`src/rtl/pio_hs_ctrl.sv`:
```
// Four-phase PIO handshake controller bridging Nios SW and the video datapath via TX/RX FIFOs.
// Optional handshake watchdog enabled by defining HS_TIMEOUT_EN.
`timescale 1ns/1ps
module pio_hs_ctrl #(
  parameter int unsigned DATA_W      = 16,
  parameter int unsigned FIFO_DEPTH  = 8,
  parameter int unsigned TIMEOUT_CYC = 1024
) (
  input  logic              clk_clk,
  input  logic              reset_reset_n,
  input  logic [DATA_W-1:0] sw_cmd_data,
  input  logic [7:0]        sw_cmd_sig,
  output logic [DATA_W-1:0] sw_rsp_data,
  output logic [7:0]        sw_rsp_sig,
  output logic [DATA_W-1:0] dp_tx_data,
  output logic              dp_tx_valid,
  input  logic              dp_tx_ready,
  input  logic [DATA_W-1:0] dp_rx_data,
  input  logic              dp_rx_valid,
  output logic              dp_rx_ready
);
  localparam int unsigned AW = $clog2(FIFO_DEPTH);
  typedef logic [AW:0] ptr_t;

  typedef enum logic {TX_IDLE, TX_ACK} tx_state_t;
  typedef enum logic [1:0] {RX_IDLE, RX_WAIT, RX_DONE} rx_state_t;

  tx_state_t r_tx_state, w_tx_nxt;
  rx_state_t r_rx_state, w_rx_nxt;

  logic [DATA_W-1:0] r_tx_mem [FIFO_DEPTH];
  logic [DATA_W-1:0] r_rx_mem [FIFO_DEPTH];
  ptr_t r_tx_wr, r_tx_rd, r_rx_wr, r_rx_rd;
  ptr_t w_tx_wr_n, w_tx_rd_n, w_rx_wr_n, w_rx_rd_n;

  logic [DATA_W-1:0] r_rsp_data;
  logic r_tx_valid, r_tx_full, r_rx_ne, r_rx_full, r_rx_rdy;
  logic r_proto_err, r_tmo_err;

  logic w_req, w_rdack, w_clr;
  logic w_tx_push, w_tx_pop, w_rx_push, w_rx_pop;
  logic w_tx_full, w_rx_empty, w_proto;
  logic w_tx_tmo, w_rx_tmo, w_tx_blk;
  logic w_unused;

  assign w_req    = sw_cmd_sig[0];
  assign w_rdack  = sw_cmd_sig[1];
  assign w_clr    = sw_cmd_sig[7];
  assign w_unused = ^sw_cmd_sig[6:2];

  assign w_tx_full  = (ptr_t'(r_tx_wr - r_tx_rd) == ptr_t'(FIFO_DEPTH));
  assign w_rx_empty = (r_rx_wr == r_rx_rd);
  assign w_tx_pop   = r_tx_valid && dp_tx_ready && !w_clr;
  assign w_rx_push  = dp_rx_valid && r_rx_rdy && !w_clr;
  assign w_proto    = (r_rx_state == RX_IDLE) && w_rdack;

  always_comb begin
    w_tx_nxt  = r_tx_state;
    w_tx_push = 1'b0;
    case (r_tx_state)
      TX_IDLE: if (w_req && !w_tx_full && !w_tx_blk) begin
        w_tx_push = 1'b1;
        w_tx_nxt  = TX_ACK;
      end
      TX_ACK:  if (!w_req || w_tx_tmo) w_tx_nxt = TX_IDLE;
      default: w_tx_nxt = TX_IDLE;
    endcase
    if (w_clr) begin
      w_tx_nxt  = TX_IDLE;
      w_tx_push = 1'b0;
    end
  end

  always_comb begin
    w_rx_nxt = r_rx_state;
    w_rx_pop = 1'b0;
    case (r_rx_state)
      RX_IDLE: if (!w_rx_empty) begin
        w_rx_pop = 1'b1;
        w_rx_nxt = RX_WAIT;
      end
      RX_WAIT: if (w_rdack) w_rx_nxt = RX_DONE;
               else if (w_rx_tmo) w_rx_nxt = RX_IDLE;
      RX_DONE: if (!w_rdack || w_rx_tmo) w_rx_nxt = RX_IDLE;
      default: w_rx_nxt = RX_IDLE;
    endcase
    if (w_clr) begin
      w_rx_nxt = RX_IDLE;
      w_rx_pop = 1'b0;
    end
  end

  assign w_tx_wr_n = w_clr ? '0 : ptr_t'(r_tx_wr + ptr_t'(w_tx_push));
  assign w_tx_rd_n = w_clr ? '0 : ptr_t'(r_tx_rd + ptr_t'(w_tx_pop));
  assign w_rx_wr_n = w_clr ? '0 : ptr_t'(r_rx_wr + ptr_t'(w_rx_push));
  assign w_rx_rd_n = w_clr ? '0 : ptr_t'(r_rx_rd + ptr_t'(w_rx_pop));

  always_ff @(posedge clk_clk) begin
    if (w_tx_push) r_tx_mem[r_tx_wr[AW-1:0]] <= sw_cmd_data;
    if (w_rx_push) r_rx_mem[r_rx_wr[AW-1:0]] <= dp_rx_data;
  end

  // Status flags are registered from the next pointer values so they match post-edge FIFO state.
  always_ff @(posedge clk_clk or negedge reset_reset_n) begin
    if (!reset_reset_n) begin
      r_tx_state  <= TX_IDLE;
      r_rx_state  <= RX_IDLE;
      r_tx_wr     <= '0;
      r_tx_rd     <= '0;
      r_rx_wr     <= '0;
      r_rx_rd     <= '0;
      r_rsp_data  <= '0;
      r_tx_valid  <= 1'b0;
      r_tx_full   <= 1'b0;
      r_rx_ne     <= 1'b0;
      r_rx_full   <= 1'b0;
      r_rx_rdy    <= 1'b0;
      r_proto_err <= 1'b0;
      r_tmo_err   <= 1'b0;
    end else begin
      r_tx_state  <= w_tx_nxt;
      r_rx_state  <= w_rx_nxt;
      r_tx_wr     <= w_tx_wr_n;
      r_tx_rd     <= w_tx_rd_n;
      r_rx_wr     <= w_rx_wr_n;
      r_rx_rd     <= w_rx_rd_n;
      if (w_rx_pop) r_rsp_data <= r_rx_mem[r_rx_rd[AW-1:0]];
      r_tx_valid  <= (w_tx_wr_n != w_tx_rd_n);
      r_tx_full   <= (ptr_t'(w_tx_wr_n - w_tx_rd_n) == ptr_t'(FIFO_DEPTH));
      r_rx_ne     <= (w_rx_wr_n != w_rx_rd_n);
      r_rx_full   <= (ptr_t'(w_rx_wr_n - w_rx_rd_n) == ptr_t'(FIFO_DEPTH));
      r_rx_rdy    <= (ptr_t'(w_rx_wr_n - w_rx_rd_n) != ptr_t'(FIFO_DEPTH));
      r_proto_err <= w_clr ? 1'b0 : (r_proto_err | w_proto);
      r_tmo_err   <= w_clr ? 1'b0 : (r_tmo_err | w_tx_tmo | w_rx_tmo);
    end
  end

`ifdef HS_TIMEOUT_EN
  localparam int unsigned TW = $clog2(TIMEOUT_CYC) + 1;
  logic [TW-1:0] r_tx_cnt, r_rx_cnt;
  logic          r_tx_blk;

  assign w_tx_tmo = (r_tx_state == TX_ACK)  && (r_tx_cnt == TW'(TIMEOUT_CYC - 1));
  assign w_rx_tmo = (r_rx_state != RX_IDLE) && (r_rx_cnt == TW'(TIMEOUT_CYC - 1));
  assign w_tx_blk = r_tx_blk;

  // After a TX timeout a still-held REQ must drop before a new write is accepted.
  always_ff @(posedge clk_clk or negedge reset_reset_n) begin
    if (!reset_reset_n) begin
      r_tx_cnt <= '0;
      r_rx_cnt <= '0;
      r_tx_blk <= 1'b0;
    end else begin
      r_tx_cnt <= (w_tx_nxt != r_tx_state || r_tx_state == TX_IDLE) ? '0 : r_tx_cnt + TW'(1);
      r_rx_cnt <= (w_rx_nxt != r_rx_state || r_rx_state == RX_IDLE) ? '0 : r_rx_cnt + TW'(1);
      if (w_clr || !w_req) r_tx_blk <= 1'b0;
      else if (w_tx_tmo)   r_tx_blk <= 1'b1;
    end
  end
`else
  logic [31:0] w_unused_tmo;
  assign w_unused_tmo = 32'(TIMEOUT_CYC);
  assign w_tx_tmo = 1'b0;
  assign w_rx_tmo = 1'b0;
  assign w_tx_blk = 1'b0;
`endif

  assign sw_rsp_data = r_rsp_data;
  assign sw_rsp_sig  = {1'b0, r_tmo_err, r_proto_err, r_rx_full, r_rx_ne, r_tx_full,
                        (r_rx_state == RX_WAIT), (r_tx_state == TX_ACK)};
  assign dp_tx_data  = r_tx_mem[r_tx_rd[AW-1:0]];
  assign dp_tx_valid = r_tx_valid;
  assign dp_rx_ready = r_rx_rdy;

endmodule
```
`config.mk`:
```
export PLATFORM = sky130hd
export DESIGN_NAME = pio_hs_ctrl
export DESIGN_NICKNAME = d
export VERILOG_FILES = /design/src/rtl/pio_hs_ctrl.sv
export SDC_FILE = /design/constraint.sdc
export NUM_CORES = 1
export LEC_CHECK = 0
export CAP_MARGIN = 0
export CORE_MARGIN = 2
export CORE_UTILIZATION = 41
export CTS_BUF_LIST = sky130_fd_sc_hd__clkbuf_4 sky130_fd_sc_hd__clkbuf_8 sky130_fd_sc_hd__clkbuf_16
export DETAILED_ROUTE_END_ITERATION = 10
export SLEW_MARGIN = 20
export SYNTH_ARGS = -nofsm -noshare
export SYNTH_HDL_FRONTEND = slang
export SYNTH_SLANG_ARGS = --single-unit
```
`constraint.sdc`:
```
create_clock -name clk_clk -period 6.6 [get_ports clk_clk]
set_input_delay 0.66 -clock clk_clk [delete_from_list [all_inputs] [get_ports clk_clk]]
set_output_delay 0.66 -clock clk_clk [all_outputs]
set_load 0.01 [all_outputs]
```
==> impl_metrics.env, run 1 <==
export IMPL_setup_tns_ps=0
export IMPL_cts_hold_buffers_added=0
export IMPL_cts_tree="yes"
export IMPL_hpwl_um=12900
export IMPL_postSynthRegisterBits=297
export IMPL_count_of_antenna_diodes_in_the_layout=0
export IMPL_placement_rows=62
export IMPL_mappedNetlistArea_um2=11800
export IMPL_latest_clock_arrival_within_the_worst_skew_pair_ps=550
export IMPL_r2r_end="r_tx_full"
export IMPL_multiplexer_share_of_the_synthesized_area=0.142
export IMPL_cp_data_required_time_ps=7090
export IMPL_synth_xor_area_frac=0.00967
export IMPL_postCtsSetupRepairBufs=0
export IMPL_tritoncts_num_sinks=297
export IMPL_floorplan_die_height_um=173
export IMPL_post_cts_resized=0
export IMPL_rr_worst_depth=15
export IMPL_yosysTopAreaCellShare=0.653
export IMPL_grt_start_max_net_pins=42
export IMPL_drive_above_1_share=0.194
export IMPL_globalRouteTotalUtil=0.155
export IMPL_regToRegSetupSlack_ps=2200
export IMPL_vias=5698
export IMPL_number_of_buffers_added_on_ports=78
export IMPL_drt_wl_total_um=22900
export IMPL_crit_path_end_kind="flop"
export IMPL_synth_async_sr_flop_share=0.138
export IMPL_worstSetupPathType="flop to flop"
export IMPL_drt_antenna_violating_nets=0
export IMPL_cts_max_path_buffers=3
export IMPL_clock_fmax_ghz=0.227
export IMPL_grt_first_pass_wirelength_um=35600
export IMPL_ctsRootBufferMaster="clkbuf_16"
export IMPL_pd_cells_nw_per_um2=300
export IMPL_critical_register_to_register_path_startpoint="r_tx_rd[1]"
export IMPL_die_area_um2=30100
export IMPL_layout_cell_area_non_filler_um2=13900
export IMPL_skew_ps=17.0
export IMPL_cap_violations=0
export IMPL_vias_per_cell=5.09
export IMPL_synth_edf_count=256
export IMPL_synth_seq_area_share=0.740
export IMPL_worstHoldPathType="input port to async pin"
export IMPL_gr_total_overflow=0
export IMPL_p_leak_nw=4.76
export IMPL_gpl_final_weighted_congestion=0.729
export IMPL_syn_area_per_cell_um2=18.8
export IMPL_final_cells=1120
export IMPL_timing_worst_slew_pin_value_ps=1110
export IMPL_synth_yosys_warnings=0
export IMPL_post_route_period_util=0.667
export IMPL_startpoint_types="flop"
export IMPL_final_report_setup_violation_count=0
export IMPL_finalPower_mw=4.18
export IMPL_timing_critical_path_arrival_ps=4890
export IMPL_finalHoldViolations=0
export IMPL_deepest_level_of_the_cts_h_tree=1
export IMPL_dp_cells=1065
export IMPL_dpl_cell_area_um2=13000
export IMPL_cts_inserted_buffers=30
export IMPL_synth_compound_area_frac=0.0154
export IMPL_finalNetCount=774
export IMPL_num_ports=86
export IMPL_final_period_minus_worst_setup_slack_ps=4400
export IMPL_firstDrtPassIters=5
export IMPL_number_of_global_route_vias_before_repair=6092
export IMPL_first_iter_violations=438
export IMPL_grt_setup_unrepaired="no"
export IMPL_cell_count_after_synthesis=627
export IMPL_initial_utilization=0.414
export IMPL_number_of_pins_with_negative_max_slew_slack_in_the_final_report=0
export IMPL_grt_antenna_before_repair=1
export IMPL_synth_lib_cells_used_distinct=39
export IMPL_synth_adder_area_share=0.0181
export IMPL_drt_drc_violations_left=0
export IMPL_synthToLayoutAreaGrowth_pct=18.4
export IMPL_ys_top_cells_by_area="edfxtp_1, mux4_2, dfrtp_1, nand2_1, ha_1"
export IMPL_routedWlPerCell_um=20.4
export IMPL_clkSlewWorstSetupHoldPaths_ps=60
export IMPL_max_vdd_ir_drop_uv=236
export IMPL_core_area_um2=28500
export IMPL_setup_worst_path_end="r_tx_full"
export IMPL_status="finished, final reports clean"
export IMPL_worst_setup_path_startpoint="r_tx_rd[1]"
export IMPL_die_width_um=173
export IMPL_top_reg_cell_synth="edfxtp_1"
export IMPL_yosys_area_share_simple=0.0559
export IMPL_maxSlewHeadroom=0.260
export IMPL_highest_fanout_seen_on_the_critical_path=35
export IMPL_worst_hold_slack_ps=120
export IMPL_leading_area_contributor_after_synthesis="edfxtp_1"
export IMPL_largest_family_of_logic_cells_by_synthesized_area="multiplexers"
-- state kept, by name, indices dropped and copies added (netlist names), 2 cells and up --
name / count
r_rx_mem: 128
r_tx_mem: 128
sw_rsp_data: 16
r_rx_rd: 4
r_rx_wr: 4
r_tx_rd: 4
r_tx_wr: 4
r_rx_state: 2
-- Yosys cell counts (all sizes together) (2+ instances only) --
master	n
edfxtp	256
nand2	70
mux4	64
dfrtp	41
buf	19
nor2	19
mux2i	18
clkbuf	17
ha	17
o21ai	17
inv	12
nor2b	11
nand2b	10
xor2	7
nand3	6
xnor2	6
and3	4
mux2	4
a21o	3
a21oi	3
nor3	3
and4	2
and4b	2
and4bb	2
nand4	2
or3	2
-- routing by layer --
layer / global-route usage / wire, µm / up-vias
li1: - / - / 2611
met1: 0.191 / 9060 / 2905
met2: 0.285 / 12200 / 148
met3: 0.0298 / 1230 / 34
met4: 0.0304 / 379 / 0
met5: 0 / 0 / -
-- worst min path at each step --
stage	start	endpoint	cells past startpoint
2_1_floorplan	reset_reset_n	dp_rx_ready	0
3_3_place_gp	sw_rsp_data[12]	sw_rsp_data[12]	2
3_5_place_dp	sw_rsp_data[3]	sw_rsp_data[3]	2
4_1_cts	reset_reset_n	r_rx_wr[1]	1
5_1_grt	reset_reset_n	sw_rsp_data[7]	1
6_report	reset_reset_n	sw_rsp_data[0]	1
-- cells in the final DEF (no fill, tap or decap), types with 2 or more instances in the layout --
| cell type | instances |
|---|---|
| and3_1 | 4 |
| dfrtp_2 | 2 |
| a21oi_1 | 3 |
| clkinv_2 | 5 |
| mux4_2 | 64 |
| nand4_1 | 2 |
| and4_1 | 2 |
| clkinv_1 | 8 |
| clkdlybuf4s50_1 | 77 |
| nand2b_1 | 10 |
| o21ai_1 | 2 |
| buf_4 | 12 |
| inv_1 | 12 |
| xnor2_1 | 6 |
| nor2_4 | 4 |
| and4bb_1 | 2 |
| nor3_4 | 2 |
| edfxtp_1 | 256 |
| nand2_1 | 70 |
| clkbuf_4 | 7 |
| clkinv_4 | 2 |
| o21ai_0 | 15 |
| and4b_1 | 2 |
| ha_1 | 17 |
| mux2_2 | 4 |
| nor2_1 | 13 |
| nor2_2 | 2 |
| clkbuf_8 | 3 |
| clkbuf_16 | 30 |
| xor2_1 | 7 |
| a21o_1 | 3 |
| nand3_1 | 6 |
| conb_1 | 2 |
| mux2i_1 | 18 |
| nor2b_1 | 11 |
| dfrtp_1 | 39 |
-- critical path, stage by stage (launching register included) --
cell      delay (ps)
dfrtp_1          320
buf_4            430
inv_1             90
ha_1             300
nor2b_1          140
o21a_1           170
or3_4            380
a311oi_4         460
ha_1             270
ha_1             230
nor2b_1          140
ha_1             340
a21o_1           190
or4b_2           610
a21oi_1          160
a21o_1            90
-- cell type report --
cell class	instances	area, µm²
clock buffer	40	845
clock inverter	15	85.1
fill	2379	14500
inverter	13	48.8
multi-input combinational	282	2910
sequential	297	8720
tap	384	480
timing repair buffer	89	861
-- where the power goes --
group,internal (mW),total (mW),switching (mW)
sequential,2.11,2.16,0.0433
clock,0.896,1.57,0.676
combinational,0.238,0.449,0.210
total,3.25,4.18,0.929
-- per-stage QoR --
step,setup WS [ps],util
2_1_floorplan,2340,-
3_3_place_gp,2260,0.456
3_5_place_dp,2200,0.457
4_1_cts,2180,0.489
5_1_grt,1980,0.490
6_report,2200,0.490
-- logic make-up (layout without fill, tap and decap cells) --
group / Yosys count / after routing
simple gates: 137 / 137
mux: 86 / 86
flops: 297 / 297
xor+xnor: 13 / 13
fa+ha+maj: 17 / 17
compound gates: 27 / 27
other cells: 1 / 2
buf+inv: 49 / 157
No activity file was read; power rests on OpenSTA's default activity.
==> run 2, diff against run 1 <==
==> constraint.sdc (replaced) <==
create_clock -name clk_clk -period 4.6 [get_ports clk_clk]
set_input_delay 0.46 -clock clk_clk [delete_from_list [all_inputs] [get_ports clk_clk]]
set_output_delay 0.46 -clock clk_clk [all_outputs]
set_load 0.01 [all_outputs]
==> run 2 against run 1 <==
Effect of this change:
- largest cell class unchanged
- worst setup slack lost 1700 ps
- critical path depth shrank 2
- register-to-register slack lost 1700 ps
- combinational power grew 44%
==> impl_metrics.env, run 2 (synthesis gave the netlist of run 1 again) <==
export IMPL_tritoncts_num_sinks=297
export IMPL_highest_fanout_seen_on_the_critical_path=10
export IMPL_drt_drc_violations_left=0
export IMPL_grt_antenna_before_repair=3
export IMPL_die_area_um2=30100
export IMPL_number_of_global_route_vias_before_repair=6171
export IMPL_gr_total_overflow=0
export IMPL_r2r_end="r_tx_full"
export IMPL_crit_path_end_kind="flop"
export IMPL_regToRegSetupSlack_ps=530
export IMPL_die_width_um=173
export IMPL_gpl_final_weighted_congestion=0.735
export IMPL_skew_ps=10.3
export IMPL_status="finished, final reports clean"
export IMPL_final_report_setup_violation_count=0
export IMPL_p_leak_nw=4.87
export IMPL_crit_slowest_cell="or4b_2"
export IMPL_drt_wl_total_um=23100
export IMPL_timing_hold_worst_endpoint="sw_rsp_data[5]"
export IMPL_core_area_um2=28500
export IMPL_critical_path_max_stage_delay_ps=610
export IMPL_timing_critical_path_mode_cell="ha_1"
export IMPL_finalHoldViolations=0
export IMPL_routedWlPerCell_um=20.4
export IMPL_hold_start="sw_rsp_data[5]"
export IMPL_pd_cells_nw_per_um2=435
export IMPL_post_route_period_util=0.884
export IMPL_grt_first_pass_wirelength_um=36200
export IMPL_finalNetCount=787
export IMPL_first_iter_violations=472
export IMPL_gr_usage_met2=0.292
export IMPL_timing_worst_slew_pin_value_ps=1050
export IMPL_timing_critical_path_arrival_ps=4540
export IMPL_worstHoldPathCells=2
export IMPL_grt_start_max_net_pins=42
export IMPL_finalWorstSetupSlack_ps=533
export IMPL_cts_tree="yes"
export IMPL_grt_util_met1=0.194
export IMPL_critPathBufInv=0
export IMPL_use_met3=0.0272
export IMPL_startpoint_types="flop"
export IMPL_grt_setup_unrepaired="no"
export IMPL_globalRouteTotalUtil=0.158
export IMPL_mostFrequentLayoutCell="edfxtp_1"
export IMPL_hpwl_um=13200
export IMPL_number_of_pins_with_negative_max_slew_slack_in_the_final_report=0
export IMPL_cts_max_path_buffers=3
export IMPL_vias_per_cell=5.06
export IMPL_latest_clock_arrival_within_the_worst_skew_pair_ps=530
export IMPL_cts_inserted_buffers=29
export IMPL_max_vdd_ir_drop_uv=325
export IMPL_cap_violations=0
export IMPL_most_common_layout_cells="edfxtp_1, clkdlybuf4s50_1, nand2_1, mux4_2, dfrtp_1"
export IMPL_most_heavily_used_metal_layer_in_global_routing="met2"
export IMPL_ctsRootBufferMaster="clkbuf_16"
export IMPL_crit_family="simple AND/OR/NAND/NOR gates"
export IMPL_drive_above_1_share=0.203
export IMPL_synthToLayoutAreaGrowth_pct=19.5
export IMPL_final_period_minus_worst_setup_slack_ps=4070
export IMPL_floorplan_die_height_um=173
export IMPL_worstSetupPathType="flop to flop"
export IMPL_number_of_buffers_added_on_ports=78
export IMPL_post_cts_resized=0
export IMPL_maxSlewHeadroom=0.299
export IMPL_clock_fmax_ghz=0.246
export IMPL_dp_worst_setup_slack_ps=587
export IMPL_placement_rows=62
export IMPL_firstDrtPassIters=4
export IMPL_initial_utilization=0.414
export IMPL_drt_antenna_violating_nets=0
export IMPL_rr_worst_depth=13
export IMPL_cp_data_required_time_ps=5080
export IMPL_setup_tns_ps=0
export IMPL_num_ports=86
export IMPL_vias=5736
export IMPL_clkSlewWorstSetupHoldPaths_ps=60
export IMPL_worstHoldPathType="flop to flop"
export IMPL_crit_path_cell_trace="ha_1, nor2b_1, o21a_1, or3_4, a311oi_4, ha_1, ha_1, nor2b_1, ha_1, a21o_1, or4b_2, a21oi_1, a21o_1"
export IMPL_critical_register_to_register_path_startpoint="r_tx_wr[1]"
export IMPL_deepest_level_of_the_cts_h_tree=1
[run 2: changes by cell type in the layout (fill, tap and decap cells not counted), moves of 2 or more]
cell	delta
nor2_2	-2
nor2_4	-4
diode_2	+2
clkinv_1	-4
nor2_1	+6
clkinv_4	-2
buf_4	+13
clkbuf_4	+4
bufinv_16	+3
clkinv_2	-2
[run 2: worst max-delay path by stage]
| stage | slack (ps) | cells past startpoint | to | startpoint |
|---|---|---|---|---|
| floorplan | 340 | 16 | r_tx_full | r_tx_rd[1] |
| global placement | 660 | 13 | r_tx_full | r_tx_wr[1] |
| detailed placement | 590 | 13 | r_tx_full | r_tx_wr[1] |
| CTS | 560 | 13 | r_tx_full | r_tx_wr[1] |
| global route | 320 | 13 | r_tx_full | r_tx_wr[1] |
| finish | 530 | 13 | r_tx_full | r_tx_wr[1] |
[run 2: repair_timing]
item / CTS / global route
hold buffers: 0 / 1
setup buffers: 0 / 0
hold endpoints to repair: 0 / 41
[run 2: layout make-up]
cell class | instances | area [µm²]
well taps | 384 | 480
diodes | 2 | 5.00
flip-flops and latches | 297 | 8720
clock buffers | 44 | 863
inverters | 13 | 48.8
clock inverters | 9 | 116
repair buffers | 103 | 968
multi-input cells | 282 | 2870
fillers | 2371 | 14400
[run 2: metal layers]
layer  part of all wire  routed length, µm  vias to the layer above
li1                   -                  -                     2636
met1               0.41               9410                     2951
met2               0.53              12300                      118
met3              0.042                962                       31
met4              0.019                428                        0
met5                  0                  0                        -
[run 2: per-stage QoR]
step                      power [mW]  instances  hold slack [ps]  instance area, µm²  utilization
after floorplan                 3.48        628              164               11800            -
after global placement          3.79       1078              472               13100        0.459
after detailed placement        3.81       1078              475               13100        0.459
after CTS                       6.20       1131              169               14000        0.493
after global routing            6.37       1133              515               14100        0.494
final                           6.12       1134              490               14100        0.494
[run 2: tightest hold or removal path, cell delays in order, from the launching register on]
cell and delay [ps]:
dfrtp_1 340, nand2_1 50, o21ai_0 60
[run 2: power by group]
group          total (mW)  switching, mW  internal (mW)
combinational       0.646          0.302          0.345
clock                2.38          0.927           1.46
sequential           3.10         0.0628           3.03
total                6.12           1.29           4.83
==> run 3, diff against run 2 <==
--- a/config.mk
+++ b/config.mk
@@ -10,6 +10,7 @@
 export CORE_UTILIZATION = 41
 export CTS_BUF_LIST = sky130_fd_sc_hd__clkbuf_4 sky130_fd_sc_hd__clkbuf_8 sky130_fd_sc_hd__clkbuf_16
 export DETAILED_ROUTE_END_ITERATION = 10
+export PLACE_DENSITY_LB_ADDON = 0.08
 export SLEW_MARGIN = 20
 export SYNTH_ARGS = -nofsm -noshare
 export SYNTH_HDL_FRONTEND = slang
==> run 3 against run 2 <==
Effect of this change:
- the run now ends with negative hold slack left
- via count down 0.14%
- clock power hardly changed
- power barely moved
- die area stayed put
- non-clock buffer count down 1
- sequential power about the same
- critical path type unchanged
- largest cell class unchanged
- largest power group unchanged
==> impl_metrics.env, run 3 (synthesis gave the netlist of run 1 again) <==
export IMPL_timing_critical_path_mode_cell="ha_1"
export IMPL_core_area_um2=28500
export IMPL_die_width_um=173
export IMPL_grt_util_met1=0.186
export IMPL_finalNetCount=788
export IMPL_floorplan_die_height_um=173
export IMPL_drt_antenna_violating_nets=0
export IMPL_worstHoldPathType="input port to async pin"
export IMPL_violations="negative hold slack"
export IMPL_internal_power_mw=4.80
export IMPL_number_of_pins_with_negative_max_slew_slack_in_the_final_report=0
export IMPL_final_report_setup_violation_count=0
export IMPL_highest_fanout_seen_on_the_critical_path=10
export IMPL_grt_first_pass_wirelength_um=35700
export IMPL_maxSlewHeadroom=0.338
export IMPL_placement_rows=62
export IMPL_setup_tns_ps=0
export IMPL_clock_fmax_ghz=0.245
export IMPL_grt_setup_unrepaired="no"
export IMPL_finalHoldViolations=1
export IMPL_initial_utilization=0.414
export IMPL_startpoint_types="flop"
export IMPL_die_area_um2=30100
export IMPL_number_of_buffers_added_on_ports=78
export IMPL_post_route_period_util=0.889
export IMPL_num_ports=86
export IMPL_drt_wl_total_um=23400
export IMPL_tritoncts_num_sinks=297
export IMPL_power_share_switching=0.216
export IMPL_seq_power_share=0.504
export IMPL_vias=5728
export IMPL_timing_critical_path_arrival_ps=4570
export IMPL_mostFrequentLayoutCell="edfxtp_1"
export IMPL_status="finished, violations left"
export IMPL_netsw_mw=1.32
export IMPL_deepest_level_of_the_cts_h_tree=1
export IMPL_power_combinational_fraction=0.105
export IMPL_cts_max_path_buffers=3
export IMPL_grt_start_max_net_pins=42
export IMPL_clkPwrFrac=0.391
export IMPL_worstSetupPathType="flop to flop"
export IMPL_final_cells=1135
export IMPL_worst_hold_slack_ps=-1.90
export IMPL_first_iter_violations=406
export IMPL_cts_inserted_buffers=31
export IMPL_crit_slowest_cell="or4b_2"
export IMPL_critical_path_max_stage_delay_ps=600
export IMPL_cp_data_required_time_ps=5080
export IMPL_p_leak_nw=4.87
export IMPL_most_heavily_used_metal_layer_in_global_routing="met2"
export IMPL_fillers=2374
export IMPL_number_of_global_route_vias_before_repair=6050
export IMPL_drive_above_1_share=0.204
export IMPL_postCtsSetupRepairBufs=0
export IMPL_globalRouteTotalUtil=0.157
export IMPL_final_period_minus_worst_setup_slack_ps=4090
export IMPL_finish_utilization=0.494
export IMPL_post_cts_resized=0
export IMPL_dp_cells=1078
export IMPL_vias_per_cell=5.05
export IMPL_latest_clock_arrival_within_the_worst_skew_pair_ps=550
export IMPL_crit_path_cell_trace="ha_1, nor2b_1, o21a_1, or3_4, a311oi_4, ha_1, ha_1, nor2b_1, ha_1, a21o_1, or4b_2, a21oi_1, a21o_1"
export IMPL_most_common_layout_cells="edfxtp_1, clkdlybuf4s50_1, nand2_1, mux4_2, dfrtp_1"
export IMPL_timing_worst_slew_pin_value_ps=994
export IMPL_crit_family="simple AND/OR/NAND/NOR gates"
export IMPL_grt_antenna_before_repair=0
export IMPL_cts_hold_buffers_added=0
export IMPL_firstDrtPassIters=4
export IMPL_gpl_final_weighted_congestion=0.727
export IMPL_gr_usage_met2=0.294
export IMPL_max_vdd_ir_drop_uv=350
export IMPL_routedWlPerCell_um=20.6
export IMPL_crit_path_end_kind="flop"
export IMPL_drt_drc_violations_left=0
export IMPL_clkSlewWorstSetupHoldPaths_ps=60
export IMPL_cap_violations=0
export IMPL_use_met3=0.0309
export IMPL_gr_total_overflow=0
export IMPL_synthToLayoutAreaGrowth_pct=19.3
export IMPL_skew_ps=14.9
export IMPL_ctsRootBufferMaster="clkbuf_16"
export IMPL_hpwl_um=13100
export IMPL_critPathBufInv=0
export IMPL_cts_tree="yes"
export IMPL_pd_cells_nw_per_um2=436
-- run 3: cell types whose count changed in the layout (fill, tap and decap cells not counted), moves of 2 or more --
cell	change
clkbuf_16	+2
clkbuf_4	-2
clkbuf_8	-2
clkinv_1	+2
clkinv_2	+3
-- run 3: worst paths after layout --
path | depth (start not counted) | to | slack [ps] | from
worst max-delay path | 13 | r_tx_full | 510 | r_tx_wr[1]
max in group asynchronous | 2 | r_tx_rd[0] | 4160 | reset_reset_n
worst max register to register | 13 | r_tx_full | 510 | r_tx_wr[1]
min in group clk_clk | 2 | sw_rsp_data[14] | 480 | sw_rsp_data[14]
worst min register to register | 2 | sw_rsp_data[14] | 480 | sw_rsp_data[14]
worst min-delay path | 2 | sw_rsp_data[15] | -2 | reset_reset_n
-- run 3: cell type report --
| cell class | count | area [µm²] | share of cell area |
|---|---|---|---|
| Multi-Input combinational cell | 282 | 2860 | 0.204 |
| Clock buffer | 42 | 871 | 0.0620 |
| Tap cell | 384 | 480 | 0.0342 |
| Sequential cell | 297 | 8720 | 0.620 |
| Clock inverter | 14 | 116 | 0.00828 |
| Antenna cell | 1 | 2.50 | 0.000178 |
| Inverter | 13 | 48.8 | 0.00347 |
| Timing Repair Buffer | 102 | 956 | 0.0680 |
-- run 3: per-layer routing --
metal	share of wire	vias up
li1	-	2635
met1	0.39	2957
met2	0.54	100
met3	0.046	36
met4	0.018	0
met5	0	-
-- run 3: stage by stage --
stage	setup slack, ps	power [mW]	area, µm²
after floorplan	338	3.48	11800
after global placement	646	3.79	13100
after detailed placement	545	3.80	13100
after CTS	506	6.21	14000
after global routing	279	6.38	14000
final	513	6.13	14100
-- run 3: power by group through the flow --
stage | registers [mW] | clock network (mW) | logic [mW]
3_3_place_gp | 3.14 | 0 | 0.650
6_report | 3.09 | 2.39 | 0.643
2_1_floorplan | 3.16 | 0 | 0.321
4_1_cts | 3.09 | 2.46 | 0.663
3_5_place_dp | 3.15 | 0 | 0.659
5_1_grt | 3.10 | 2.57 | 0.712
